===== src/rtl/instr_fetch_if.sv =====
// Bundle of fetch-stage handshakes: instruction-memory request/response,
// execute-path redirect and the decoded-instruction output port.
//   master : the fetch stage (drives requests and the output port)
//   slave  : the environment (memory, execute path, downstream consumer)
interface instr_fetch_if #(
  parameter int XLEN = 32
);
  logic            imem_req_valid;
  logic            imem_req_ready;
  logic [XLEN-1:0] imem_req_addr;
  logic            imem_rsp_valid;
  logic [XLEN-1:0] imem_rsp_data;
  logic            redirect_valid;
  logic [XLEN-1:0] redirect_pc;
  logic            out_valid;
  logic            out_ready;
  logic [XLEN-1:0] out_instr;
  logic [XLEN-1:0] out_pc;
  logic [6:0]      out_op;
  logic [2:0]      out_funct3;
  logic [6:0]      out_funct7;

  modport master (
    output imem_req_valid, imem_req_addr,
    input  imem_req_ready,
    input  imem_rsp_valid, imem_rsp_data,
    input  redirect_valid, redirect_pc,
    output out_valid, out_instr, out_pc, out_op, out_funct3, out_funct7,
    input  out_ready
  );

  modport slave (
    input  imem_req_valid, imem_req_addr,
    output imem_req_ready,
    output imem_rsp_valid, imem_rsp_data,
    output redirect_valid, redirect_pc,
    input  out_valid, out_instr, out_pc, out_op, out_funct3, out_funct7,
    output out_ready
  );
endinterface


===== src/rtl/instr_fetch.sv =====
// Instruction fetch stage. Owns the PC, issues word requests to instruction
// memory under a credit limit, buffers returned words with their PCs in an
// in-order FIFO and presents the head pre-split into op/funct3/funct7.
// A redirect flushes the FIFO and marks every in-flight fetch as stale.
// Ports:
//   clk  - clock, rising edge
//   rst  - synchronous active-high reset
//   bus  - instr_fetch_if.master: imem_req_*, imem_rsp_*, redirect_*, out_*
//
// state | meaning
// RUN   | no stale fetches outstanding, requests may issue
// DRAIN | waiting for stale responses (drop_cnt>0), no requests issue
module instr_fetch #(
  parameter int              XLEN       = 32,
  parameter logic [XLEN-1:0] RESET_PC   = '0,
  parameter int              FIFO_DEPTH = 2
) (
  input logic         clk,
  input logic         rst,
  instr_fetch_if.master bus
);
  localparam int AW = $clog2(FIFO_DEPTH);
  localparam int CW = AW + 1;

  typedef enum logic {RUN, DRAIN} state_t;

  state_t          state;
  logic [XLEN-1:0] pc;
  logic [CW-1:0]   outstanding;
  logic [CW-1:0]   count;
  logic [CW-1:0]   drop_cnt;
  logic [AW-1:0]   rd_ptr, wr_ptr;
  logic [XLEN-1:0] buf_instr [FIFO_DEPTH];
  logic [XLEN-1:0] buf_pc    [FIFO_DEPTH];
  // PCs of issued requests, consumed one per response (stale or not)
  logic [XLEN-1:0] pcq       [FIFO_DEPTH];
  logic [AW-1:0]   pcq_rd, pcq_wr;

  logic          pop, accept, rsp, push;
  logic [CW:0]   credit_used;
  logic [CW-1:0] drop_on_redirect;

  assign rsp    = bus.imem_rsp_valid;
  assign pop    = bus.out_valid & bus.out_ready;
  assign accept = bus.imem_req_valid & bus.imem_req_ready;
  assign push   = rsp && !bus.redirect_valid && (drop_cnt == '0);

  // A slot freed by this cycle's pop may be re-requested immediately, which
  // is what sustains one instruction per cycle at latency 1.
  assign credit_used = (CW+1)'(outstanding) + (CW+1)'(count) - (CW+1)'(pop);
  // A response arriving together with the redirect is already discarded,
  // so it does not count as a future stale response.
  assign drop_on_redirect = outstanding - CW'(rsp);

  assign bus.imem_req_valid = !rst && !bus.redirect_valid && (state == RUN) &&
                              (credit_used < (CW+1)'(FIFO_DEPTH));
  assign bus.imem_req_addr  = pc;

  assign bus.out_valid  = !rst && (count != '0);
  assign bus.out_instr  = rst ? '0 : buf_instr[rd_ptr];
  assign bus.out_pc     = rst ? '0 : buf_pc[rd_ptr];
  assign bus.out_op     = bus.out_instr[6:0];
  assign bus.out_funct3 = bus.out_instr[14:12];
  assign bus.out_funct7 = bus.out_instr[31:25];

  always_ff @(posedge clk) begin
    if (rst) begin
      state       <= RUN;
      pc          <= RESET_PC;
      outstanding <= '0;
      count       <= '0;
      drop_cnt    <= '0;
      rd_ptr      <= '0;
      wr_ptr      <= '0;
      pcq_rd      <= '0;
      pcq_wr      <= '0;
    end else begin
      outstanding <= outstanding + CW'(accept) - CW'(rsp);
      if (accept) begin
        pcq[pcq_wr] <= pc;
        pcq_wr      <= pcq_wr + AW'(1);
      end
      if (rsp) pcq_rd <= pcq_rd + AW'(1);

      if (bus.redirect_valid) begin
        pc       <= bus.redirect_pc & ~XLEN'(3);
        rd_ptr   <= '0;
        wr_ptr   <= '0;
        count    <= '0;
        drop_cnt <= drop_on_redirect;
        state    <= (drop_on_redirect != '0) ? DRAIN : RUN;
      end else begin
        if (accept) pc <= pc + XLEN'(4);
        if (rsp && drop_cnt != '0) begin
          drop_cnt <= drop_cnt - CW'(1);
          if (drop_cnt == CW'(1)) state <= RUN;
        end
        if (push) begin
          buf_instr[wr_ptr] <= bus.imem_rsp_data;
          buf_pc[wr_ptr]    <= pcq[pcq_rd];
          wr_ptr            <= wr_ptr + AW'(1);
        end
        if (pop) rd_ptr <= rd_ptr + AW'(1);
        count <= count + CW'(push) - CW'(pop);
      end
    end
  end

  // The credit limit makes these unreachable; tripping one means a logic bug.
  always @(posedge clk) begin
    if (!rst && push && !pop) assert (count != CW'(FIFO_DEPTH));
    if (!rst && rsp) assert (outstanding != '0);
  end
endmodule


===== src/flat_wrapper.sv =====
// flat-port wrapper written by rule: the top's interface ports become plain ports
module instr_fetch_flat 
#(
  parameter int              XLEN       = 32,
  parameter logic [XLEN-1:0] RESET_PC   = '0,
  parameter int              FIFO_DEPTH = 2
)
  (clk, rst, bus_imem_req_valid, bus_imem_req_addr, bus_imem_req_ready, bus_imem_rsp_valid, bus_imem_rsp_data, bus_redirect_valid, bus_redirect_pc, bus_out_valid, bus_out_instr, bus_out_pc, bus_out_op, bus_out_funct3, bus_out_funct7, bus_out_ready);
  instr_fetch_if #(.XLEN(XLEN)) bus_i ();
  input logic clk;
  input logic rst;
  output wire logic [$bits(bus_i.imem_req_valid)-1:0] bus_imem_req_valid;
  output wire logic [$bits(bus_i.imem_req_addr)-1:0] bus_imem_req_addr;
  input wire logic [$bits(bus_i.imem_req_ready)-1:0] bus_imem_req_ready;
  input wire logic [$bits(bus_i.imem_rsp_valid)-1:0] bus_imem_rsp_valid;
  input wire logic [$bits(bus_i.imem_rsp_data)-1:0] bus_imem_rsp_data;
  input wire logic [$bits(bus_i.redirect_valid)-1:0] bus_redirect_valid;
  input wire logic [$bits(bus_i.redirect_pc)-1:0] bus_redirect_pc;
  output wire logic [$bits(bus_i.out_valid)-1:0] bus_out_valid;
  output wire logic [$bits(bus_i.out_instr)-1:0] bus_out_instr;
  output wire logic [$bits(bus_i.out_pc)-1:0] bus_out_pc;
  output wire logic [$bits(bus_i.out_op)-1:0] bus_out_op;
  output wire logic [$bits(bus_i.out_funct3)-1:0] bus_out_funct3;
  output wire logic [$bits(bus_i.out_funct7)-1:0] bus_out_funct7;
  input wire logic [$bits(bus_i.out_ready)-1:0] bus_out_ready;
  assign bus_imem_req_valid = bus_i.imem_req_valid;
  assign bus_imem_req_addr = bus_i.imem_req_addr;
  assign bus_i.imem_req_ready = bus_imem_req_ready;
  assign bus_i.imem_rsp_valid = bus_imem_rsp_valid;
  assign bus_i.imem_rsp_data = bus_imem_rsp_data;
  assign bus_i.redirect_valid = bus_redirect_valid;
  assign bus_i.redirect_pc = bus_redirect_pc;
  assign bus_out_valid = bus_i.out_valid;
  assign bus_out_instr = bus_i.out_instr;
  assign bus_out_pc = bus_i.out_pc;
  assign bus_out_op = bus_i.out_op;
  assign bus_out_funct3 = bus_i.out_funct3;
  assign bus_out_funct7 = bus_i.out_funct7;
  assign bus_i.out_ready = bus_out_ready;
  instr_fetch #(.XLEN(XLEN), .RESET_PC(RESET_PC), .FIFO_DEPTH(FIFO_DEPTH)) u_core (.clk(clk), .rst(rst), .bus(bus_i));
endmodule

===== config.mk =====
export PLATFORM = sky130hd
export DESIGN_NAME = instr_fetch_flat
export DESIGN_NICKNAME = d
export VERILOG_FILES = /design/src/rtl/instr_fetch_if.sv /design/src/rtl/instr_fetch.sv /design/src/flat_wrapper.sv
export SDC_FILE = /design/constraint.sdc
export NUM_CORES = 1
export LEC_CHECK = 0
export CAP_MARGIN = 40
export CORE_UTILIZATION = 47
export DETAILED_ROUTE_END_ITERATION = 12
export GPL_TIMING_DRIVEN = 0
export PLACE_DENSITY_LB_ADDON = 0.08
export SYNTH_ARGS = -nofsm -noshare
export SYNTH_HDL_FRONTEND = slang
export SYNTH_SLANG_ARGS = --single-unit

===== constraint.sdc =====
create_clock -name clk -period 6.9 [get_ports clk]
set_input_delay 1.38 -clock clk [delete_from_list [all_inputs] [get_ports clk]]
set_output_delay 1.38 -clock clk [all_outputs]
set_load 0.05 [all_outputs]

### After elaboration in Yosys (flattened, before gate mapping)

Memories as Yosys holds them, arrays and structs flattened. A register that Yosys moved wholly into a read port is not among the register bits.
Cells that the tools add are included.

* add/subtract/negate cells: 13
* order comparisons: 1
* eq/ne operators: 1
* muxes and demuxes: 23
* bitwise logic cells: 3
* reduce and logical (&&, ||, !) cells: 18

Operator list (count)
* $mux 32: 4
* $add 32x3->32 const B: 1
* $mux 1: 17
* $reduce_bool 2->1: 6
* $logic_and 1x1->1: 7
* $sub 2x1->2: 3
* $add 1x1->1 const B: 4
* $add 2x1->2: 2
* $mux 2: 2
* $add 2x2->3: 1
* $lt 3x2->1 const B: 1
* $sub 3x1->3: 1
* $and 1x1->1: 2
* $eq 2x1->1 const B: 1
* $logic_not 1->1: 2
* $logic_not 2->1: 1
* $reduce_and 2->1: 1
* $reduce_or 2->1: 1
* $sub 2x1->2 const B: 1
* $not 1->1: 1

* register bits after elaboration: 43
* RAM bits: 192
* input bits: 70
* output and inout bits: 115
* logic and storage cells: 72
* memories kept: 3

Memory list
* u_core.buf_instr: words 2, bits a word 32, rd ports 1, clocked after Yosys merged registers in 1, wr ports 1, line instr_fetch.sv:33 `logic [XLEN-1:0] buf_instr [FIFO_DEPTH];`
* u_core.buf_pc: words 2, bits a word 32, rd ports 1, clocked after Yosys merged registers in 1, wr ports 1, line instr_fetch.sv:34 `logic [XLEN-1:0] buf_pc [FIFO_DEPTH];`
* u_core.pcq: words 2, bits a word 32, rd ports 1, clocked after Yosys merged registers in 1, wr ports 1, line instr_fetch.sv:36 `logic [XLEN-1:0] pcq [FIFO_DEPTH];`

### Logic depth before layout (Yosys ltp)

* word-level depth: 10
* mapped depth: 14
* depth with buffers taken out: 13

### Worst setup path before layout

Ideal clock, no wire load.

* path type: input to register
* from: input bus_redirect_valid
* to: memory u_core.buf_instr[0][0] (enable)
* library setup time: 0.558 ns
* arrival: 6.027 ns
* data required time: 6.342 ns
* slack: 0.315 ns
* stages on the path: 3
* path buffers: 1
* cells stage by stage: or2_2 -> clkbuf_1 -> nor3_1

* cells in the longest elaborated chain, start to end: 7

RTL lines
* start: declaration: line flat_wrapper.sv:17 `input wire logic [$bits(bus_i.redirect_valid)-1:0] bus_redirect_valid;`
* $logic_not 1->1: line instr_fetch.sv:46 `assign push = rsp && !bus.redirect_valid && (drop_cnt == '0);`
* $logic_and 1x1->1 (2 in series): line instr_fetch.sv:46
* $mux 1: line instr_fetch.sv:98 `if (push) begin`
* $mux 1 (*): line instr_fetch.sv:85 `if (bus.redirect_valid) begin`
* $mux 1 (*): line instr_fetch.sv:67 `if (rst) begin`
* $mux 1 (not written as such) (*): line instr_fetch.sv:99 `buf_instr[wr_ptr] <= bus.imem_rsp_data;`
* end: declaration: line instr_fetch.sv:33

Every way passes the cells marked *; elsewhere a longest branch is shown, timed or not.

### Worst setup path in the final report

* from: input rst
* to: output bus_imem_req_valid

* cells in the longest elaborated chain, start to end: 6
* elaborated cells between the ends (all ways): 8
* those cells by class: 1 x add/sub; 1 x order compare; 1 x bitwise; 5 x reduce/logical

RTL lines
* start: declaration: line flat_wrapper.sv:11 `input logic rst;`
* $logic_not 1->1: line instr_fetch.sv:59 `assign bus.out_valid = !rst && (count != '0);`
* $logic_and 1x1->1: line instr_fetch.sv:59
* $and 1x1->1: line instr_fetch.sv:44 `assign pop = bus.out_valid & bus.out_ready;`
* net u_core.pop: line instr_fetch.sv:39 `logic pop, accept, rsp, push;`
* $sub 3x1->3: line instr_fetch.sv:50 `assign credit_used = (CW+1)'(outstanding) + (CW+1)'(count) - (CW+1)'(pop);`
* $lt 3x2->1: line instr_fetch.sv:56 `(credit_used < (CW+1)'(FIFO_DEPTH));`
* $logic_and 1x1->1: line instr_fetch.sv:55 `assign bus.imem_req_valid = !rst && !bus.redirect_valid && (state == RUN) &&`
* end: declaration: line flat_wrapper.sv:12 `output wire logic [$bits(bus_i.imem_req_valid)-1:0] bus_imem_req_valid;`

The timed path passes the listed nets, and every way through them passes these cells.

==> out/metrics.yaml <==
pin_count: 185
yosys.cell_count.top_type: "edfxtp_1"
async_flop_share_pct: 0
antenna_found_initial: 0
synth-edff-count: 184
ys_seq_area_share_pct: 68.2
ctsHoldBuffers: 0
fp-row-count: 51
cp.arrival_ps: 4580
synth_cell_type_count: 41
p_int_mw: 2.39
clock_latency_ps: 490
hp-start: "u_core.state$_SDFFE_PP0P_"
drive_gt1_share_pct: 13.0
switching_power_mw: 0.770
netlist_area_um2: 9360
post_layout_nonfiller_instances: 1166
sequentialPowerShare_pct: 49.5
globalRouteTotalUtil_pct: 19.7
syn_to_final_growth_pct: 32.1
status: "completed"
finalSetupViolCount: 0
cts_root_buf: "clkbuf_16"
end_kind: "primary output"
cts_tree: "built"
fillers: 1481
fmax_mhz: 168
startpoint: "rst"
dr.first_iter.drc_count: 323
powerDensity_nw_per_um2: 256
min_period_ps: 5960
syn_inst: 665
leakage_nw: 4.13
route.detailed.drc: 0
h-tree-depth: 1
clock-sinks: 227
drt_wl_total_mm: 20.0
pwr-share-comb_pct: 13.3
post-route-period-util_pct: 86.4
power_switching_share_pct: 24.4
rsz0062_at_grt: "false"
antenna_cells: 0
grt_pass1_wl_mm: 30.8
core-area_um2: 19500
hold_viol: 0
ys.warnings.count: 0
post_cts_buffers: 0
critical_path_class: "primary input to primary output"
fin_setup_tns_ps: 0
via_per_inst: 5.08
die_h_um: 143
fin_nets: 965
synth_commonest_cells: "edfxtp_1 (184), nor2_1 (97), mux2i_1 (62)"
port_buffers: 178
dp_hpwl_mm: 14.3
whs_ps: 502
synth_ff_type: "edfxtp_1"
drt_first_pass_iters: 4
cts_made_buffers: 23
grt_overflow: 0
vias: 5928
yosys.area.top_type_share_pct: 59.0
wl_per_cell_um: 17.1
seq_area_um2: 6390
place_congestion: 0.860
detail-route-antenna-nets: 0
clock-skew-final_ps: 7.60
clkPwrFrac_pct: 37.2
avgSynthCellArea_um2: 14.1
cts_buffer_depth: 3
path_max_fanout: 8
irDropWorstVdd_uv: 162
cp.required_ps: 5520
r2r-start: "u_core.count[1]$_SDFF_PP0_"
tightest_slew_ps: 790
ys_top_cells_by_area: "edfxtp_1 (59%), dfxtp_1 (9.2%), mux2i_1 (6.6%)"
drv_cap: 0
place_inst: 1125
initial_core_util_pct: 48.1
slew_headroom_pct: 47.3
hold_class: "register to register"
multi_input_area_um2: 2670
ys_ff_latch: 227
die_w_um: 143
critPathLaunchType: "primary input"
yosysTopAreaCell: "edfxtp_1"
slew_viol_final: 0
die-area_um2: 20500
grt_pass1_vias: 5859
cts.reportedPaths.clkPinSlew_ps: 50
cts_resized: 0
grt_max_degree: 31
-- worst max-delay path, stage by stage --
cell and delay (ps):
clkdlybuf4s50_1 460, a21oi_1 170, and2_1 220, ha_1 250
nand2b_1 170, fa_1 410, xor2_2 440, and4b_1 280
clkdlybuf4s50_1 800
-- state kept, by name, summed over array words and instances (netlist names), named ones only --
register                  count
u_core.bus.imem_req_addr     30
u_core.buf_pc                60
u_core.pcq_rd                 1
u_core.wr_ptr                 1
u_core.outstanding            2
u_core.drop_cnt               2
u_core.pcq_wr                 1
u_core.state                  1
u_core.pcq                   60
u_core.buf_instr             64
u_core.rd_ptr                 1
u_core.count                  2
-- logic make-up after synthesis --
| logic type | synth area share (%) |
|---|---|
| mux | 10.2 |
| flops | 68.2 |
| compound gates | 3.16 |
| other cells | 0.0401 |
| simple gates | 9.85 |
| xor+xnor | 3.45 |
| buf+inv | 3.60 |
| fa+ha+maj | 1.42 |
-- layer usage --
| metal | share of wire (%) | GRT usage (%) | wire length (um) | up-vias |
|---|---|---|---|---|
| met4 | 1.8 | 5.83 | 367 | 0 |
| met5 | 0 | 0 | 0 | - |
| li1 | - | - | - | 2855 |
| met3 | 6.3 | 3.35 | 1260 | 22 |
| met1 | 43 | 25.6 | 8550 | 2856 |
| met2 | 49 | 33.9 | 9800 | 195 |
-- cells in the final DEF, fill, tap and decap left out, types with 21 or more instances in the layout --
| cell | n |
|---|---|
| edfxtp_1 | 184 |
| xnor2_1 | 27 |
| clkdlybuf4s50_1 | 178 |
| buf_4 | 32 |
| nand2_1 | 23 |
| clkbuf_16 | 23 |
| mux2_2 | 30 |
| mux2i_1 | 62 |
| nor2_1 | 96 |
| dfxtp_1 | 43 |
| clkbuf_1 | 21 |
-- layout make-up --
class	count	share of cell area (%)
clock buffer	28	4.89
buffer	52	2.27
timing repair buffer	192	15.5
clock inverter	13	0.992
sequential	227	51.6
multi-input combinational	374	21.6
tap	265	2.68
inverter	15	0.455
-- final timing paths --
| kind | endpoint | slack [ps] | depth (start not counted) |
|---|---|---|---|
| max | bus_imem_req_valid | 940 | 9 |
| min | u_core.state$_SDFFE_PP0P_ | 500 | 2 |
| max reg2reg | u_core.pcq[0][8]$_DFFE_PP_ | 3270 | 11 |
| min reg2reg | u_core.state$_SDFFE_PP0P_ | 500 | 2 |
-- stage by stage --
stage | setup slack (ps) | total power [mW] | utilization, % | instance area [um2]
global route | 839 | 3.28 | 63.5 | 12400
global placement | -2730 | 2.00 | 59.0 | 11500
detailed placement | 1010 | 2.01 | 59.8 | 11600
CTS | 970 | 3.19 | 63.5 | 12400
finish | 937 | 3.16 | 63.5 | 12400
floorplan | 315 | 1.85 | - | 9370
-- power by group through the flow --
| stage | Combinational [mW] | Clock (mW) | Sequential (mW) |
|---|---|---|---|
| global placement | 0.406 | 0 | 1.60 |
| CTS | 0.422 | 1.21 | 1.57 |
| finish | 0.421 | 1.18 | 1.57 |
| detailed placement | 0.420 | 0 | 1.59 |
| floorplan | 0.222 | 0 | 1.63 |
| global route | 0.448 | 1.26 | 1.57 |
(Power assumes the default switching activity.)
